`src/rtl/bus_arb_ctl.sv`:
```
// Bus arbiter with grant lock until accept and 1-cycle read return.
// Grant selection is fixed priority (highest index) or round-robin.
module bus_arb_ctl #(
    parameter int NUM_CH = 3,
    parameter int AW     = 32,
    parameter int DW     = 32,
    parameter int RR_EN  = 0
) (
    input  logic                 clk,
    input  logic                 rst_b,
    input  logic [NUM_CH-1:0]    req_ch,
    input  logic [NUM_CH*AW-1:0] addr_ch,
    input  logic [NUM_CH*DW-1:0] wdata_ch,
    input  logic [NUM_CH-1:0]    wen_ch,
    input  logic                 mem_ready_top,
    input  logic [DW-1:0]        mem_rdata_top,
    output logic [AW-1:0]        mem_addr_ctl,
    output logic [DW-1:0]        mem_wdata_ctl,
    output logic                 mem_wen_ctl,
    output logic                 mem_cs_en_ctl,
    output logic [NUM_CH-1:0]    grant_ch,
    output logic [NUM_CH-1:0]    hold_ch,
    output logic [NUM_CH*DW-1:0] rdata_ch,
    output logic [NUM_CH-1:0]    rvalid_ch
);

    localparam int IW = $clog2(NUM_CH);

    typedef enum logic {
        ST_IDLE,
        ST_LOCKED
    } state_e;

    state_e        st_q, st_d;
    logic [IW-1:0] lock_ch_q, lock_ch_d;
    logic [IW-1:0] rr_ptr_q, rr_ptr_d;
    logic [IW-1:0] rsp_ch_q, rsp_ch_d;
    logic          rsp_vld_q, rsp_vld_d;

    logic [IW-1:0] pick;
    logic          any;
    logic          gnt_vld;
    logic          accept;

    // Grant selection: a live lock wins, otherwise arbitrate fresh.
    always_comb begin
        int idx;
        pick = '0;
        any  = 1'b0;
        idx  = 0;
        if (st_q == ST_LOCKED && req_ch[lock_ch_q]) begin
            pick = lock_ch_q;
            any  = 1'b1;
        end else if (RR_EN != 0) begin
            // Walk downward so the nearest slot after rr_ptr wins last.
            for (int k = NUM_CH; k >= 1; k--) begin
                idx = (int'(rr_ptr_q) + k) % NUM_CH;
                if (req_ch[idx]) begin
                    pick = IW'(idx);
                    any  = 1'b1;
                end
            end
        end else begin
            for (int i = 0; i < NUM_CH; i++) begin
                if (req_ch[i]) begin
                    pick = IW'(i);
                    any  = 1'b1;
                end
            end
        end
    end

    assign gnt_vld = any & rst_b;
    assign accept  = gnt_vld & mem_ready_top;

    assign grant_ch      = gnt_vld ? (NUM_CH'(1) << pick) : '0;
    assign mem_cs_en_ctl = |grant_ch;
    assign mem_addr_ctl  = gnt_vld ? addr_ch[int'(pick)*AW +: AW] : '0;
    assign mem_wdata_ctl = gnt_vld ? wdata_ch[int'(pick)*DW +: DW] : '0;
    assign mem_wen_ctl   = gnt_vld & wen_ch[pick];

    assign hold_ch = rst_b
                   ? (req_ch & ~(grant_ch & {NUM_CH{mem_ready_top}}))
                   : '0;

    assign rvalid_ch = rsp_vld_q ? (NUM_CH'(1) << rsp_ch_q) : '0;

    // Route read data only to the channel owning the response.
    always_comb begin
        rdata_ch = '0;
        if (rsp_vld_q) begin
            rdata_ch[int'(rsp_ch_q)*DW +: DW] = mem_rdata_top;
        end
    end

    // Next state: lock on a stalled grant, track rr_ptr and read return.
    always_comb begin
        st_d      = ST_IDLE;
        lock_ch_d = lock_ch_q;
        rr_ptr_d  = rr_ptr_q;
        rsp_vld_d = 1'b0;
        rsp_ch_d  = rsp_ch_q;
        if (gnt_vld && !mem_ready_top) begin
            st_d      = ST_LOCKED;
            lock_ch_d = pick;
        end
        if (accept) begin
            if (RR_EN != 0) begin
                rr_ptr_d = pick;
            end
            rsp_vld_d = ~wen_ch[pick];
            rsp_ch_d  = pick;
        end
    end

    // State registers; reset drops any lock and pending response.
    always_ff @(posedge clk or negedge rst_b) begin
        if (!rst_b) begin
            st_q      <= ST_IDLE;
            lock_ch_q <= '0;
            rr_ptr_q  <= IW'(NUM_CH - 1);
            rsp_vld_q <= 1'b0;
            rsp_ch_q  <= '0;
        end else begin
            st_q      <= st_d;
            lock_ch_q <= lock_ch_d;
            rr_ptr_q  <= rr_ptr_d;
            rsp_vld_q <= rsp_vld_d;
            rsp_ch_q  <= rsp_ch_d;
        end
    end

endmodule

```
`config.mk`:
```
export PLATFORM = sky130hd
export DESIGN_NAME = bus_arb_ctl
export DESIGN_NICKNAME = d
export VERILOG_FILES = /design/src/rtl/bus_arb_ctl.sv
export SDC_FILE = /design/constraint.sdc
export NUM_CORES = 1
export LEC_CHECK = 0
export ABC_AREA = 1
export CAP_MARGIN = 20
export CORE_AREA = 3 3 155 157
export CTS_CLUSTER_SIZE = 8
export DETAILED_ROUTE_END_ITERATION = 6
export DIE_AREA = 0 0 158 160
export PLACE_DENSITY = 0.53
export SLEW_MARGIN = 20
export SYNTH_ARGS = -nofsm -noshare
export SYNTH_HDL_FRONTEND = slang
export SYNTH_SLANG_ARGS = --single-unit
```
`constraint.sdc`:
```
create_clock -name clk -period 2.9 [get_ports clk]
set_clock_uncertainty 0.05 [all_clocks]
set_input_delay 0.29 -clock clk [delete_from_list [all_inputs] [get_ports clk]]
set_output_delay 0.29 -clock clk [all_outputs]
set_load 0.03 [all_outputs]
```
==> flow_summary.ini <==
[finish]
final_common_cell = clkdlybuf4s50_1
diodes = 0
utilization_pct = 32.31
multi_input_area_um2 = 2232
final_cell_mix = clkdlybuf4s50_1, nand2_1, buf_4, nand3_1, nor2_1
fillers = 2524
drive_above_1_share_pct = 18.10
fin_nets = 1206
seq_area_um2 = 150.1
syn_to_final_growth_pct = 166.7

[synth]
yosysTopAreaCellShare_pct = 31.20
ys_types = 28
synth_fp_nets = 812
yosysTopAreaCell = nand2_1
syn-cell-area_um2 = 2743
synth_area_leaders = nand2_1, nand3_1, nor2_1, nor3_1, dfrtp_1
synthCells = 575
synth_seq_cells = 6
ys_warn_count = 0
syn_area_per_cell_um2 = 4.770
seq_area_frac_synth_pct = 5.474

[die]
die_w_um = 158
start_util_pct = 12.11
io_pins = 404
core_area_um2 = 22640
dieArea_um2 = 25280
die_h_um = 160
rows = 55

[sta]
rsz0062_at_grt = false
worstMarginPinSlew_ns = 0.5963
worst_slack_ns = 0.1846
maxSlewHeadroom_pct = 60.13
fin_tns_setup_ns = 0
slew_viol_final = 0
fin_crit_ns = 2.715
fmax_mhz = 368.3
min_period_over_period_pct = 93.64
hold_viol = 0
setup_viol = 0

[power]
power.share.clock_pct = 12.1
p_leak_nw = 3.787
power.share.combinational_pct = 81.9
power.switching_uw = 889.0
vdd_drop_max_v = 0.0001509
p_per_area_nw_per_um2 = 248.3
pwr-share-seq_pct = 6.0
internal_power_uw = 927.3
p_sw_share_pct = 48.94

[route]
viasPerCell = 4.227
via_count = 5292
routed_wl_um = 20760
wl_per_cell_um = 16.58
drt_iter0_drc = 244
drc = 0
ant_nets = 0
drtPass1Iterations = 4

[setup_path]
crit_path_end_kind = output port
critPathLaunchType = flip-flop
critical_path_arrival_ns = 2.38
r2r_start = lock_ch_q[0]
worst-path-max-fanout = 32
crit_required_ns = 2.56
startpoint = rsp_ch_q[0]
criticalPathCategory = reg -> out

[clock_tree]
clkTransAtPathRegs_ns = 0.03
htreeDepth = 1
clockBufferDepth = 2
clkSinkCount = 6
cts_buffers = 3
cts_tree = yes
insertion_delay_ns = 0.23
root_buffer = clkbuf_16
ctsHoldBuffers = 0

[placement]
dp_hpwl_um = 17470
io_buffers = 403
dp_slack_ns = 0.1974
gp_congestion = 0.8017

[global_route]
grt_max_degree = 35
antenna_found_initial = 0
track_usage_pct = 15.04
grt_pass1_vias = 5322
overflow = 0
grt_pass1_wl_um = 29860

[job]
maxCapViolCount = 0

[status]
outcome = completed

[min_path]
hold_path_class = in -> async
state kept, by name, indices dropped and copies added (netlist names):
signal	count
lock_ch_q	2
rsp_ch_q	2
rsp_vld_q	1
st_q	1
through the flow:
| stage | std cells | total power [mW] | cell area, um^2 | hold WS, ns |
|---|---|---|---|---|
| after floorplan | 575 | 0.8452 | 2743 | -0.05559 |
| after CTS | 1252 | 1.839 | 7227 | 0.3506 |
| after detailed placement | 1249 | 1.610 | 7152 | 0.4691 |
| after global placement | 1249 | 1.609 | 7152 | 0.4744 |
| after global routing | 1252 | 1.941 | 7315 | 0.3662 |
| final | 1252 | 1.816 | 7315 | 0.3494 |
cell families (layout without fill, tap and decap cells):
| kind of cell | Yosys count | in the layout | synth area share, % |
|---|---|---|---|
| buffers and inverters | 83 | 475 | 13.64 |
| adders and majority gates | 4 | 4 | 1.825 |
| DFF | 6 | 6 | 5.474 |
| and+or+nand+nor | 456 | 456 | 73.59 |
| AOI/OAI and AO/OA | 26 | 26 | 5.475 |
final timing paths:
path,end,slack [ns],cells past startpoint
max,rdata_ch[35],0.18,6
min,st_q,0.35,2
max reg2reg,rsp_vld_q,1.06,9
min reg2reg,rsp_ch_q[1],0.46,2
max in group asynchronous,rsp_ch_q[0],2.31,2
min in group clk,rsp_ch_q[1],0.46,2
what timing repair did:
| action | in CTS | in global routing |
|---|---|---|
| setup buffers | 0 | 0 |
| setup endpoints to repair | 0 | 43 |
| resized for setup | 0 | 35 |
routing by layer:
layer  track usage, %  up-vias  wire (um)
li1                 -     2627          -
met1            15.30     2363       7272
met2            29.93      286      11040
met3            3.550       16       1992
met4            4.028        0        453
met5                0        -          0
worst max-delay path: stages, from the launching register on:
cell and delay (ns):
dfrtp_1 0.40, inv_1 0.12, ha_1 0.33, nand2_1 0.06, buf_4 0.25, nor4_1 0.26
clkdlybuf4s50_1 0.73
Yosys cell counts (all sizes together):
master / number
nor4: 3
nor3: 34
nand4: 2
buf: 23
nand2: 235
inv: 39
nand3b: 1
o21ai: 4
a21oi: 18
nor2: 66
o211ai: 2
nand3: 115
a31oi: 1
o21bai: 1
dfrtp: 6
clkbuf: 21
ha: 4
power groups by stage:
stage / sequential, mW / combinational [mW] / clock [mW]
finish: 0.108 / 1.49 / 0.220
CTS: 0.109 / 1.51 / 0.225
global placement: 0.109 / 1.50 / 0
floorplan: 0.106 / 0.739 / 0
detailed placement: 0.110 / 1.50 / 0
global route: 0.111 / 1.60 / 0.232
layout make-up:
type                            count  area share (%)
Multi-Input combinational cell    486           30.52
Timing Repair Buffer              433           59.53
Sequential cell                     6           2.053
Tap cell                          285           4.875
Clock buffer                        3           1.026
Inverter                           39           2.001
Power figures use the tool's default switching activity.
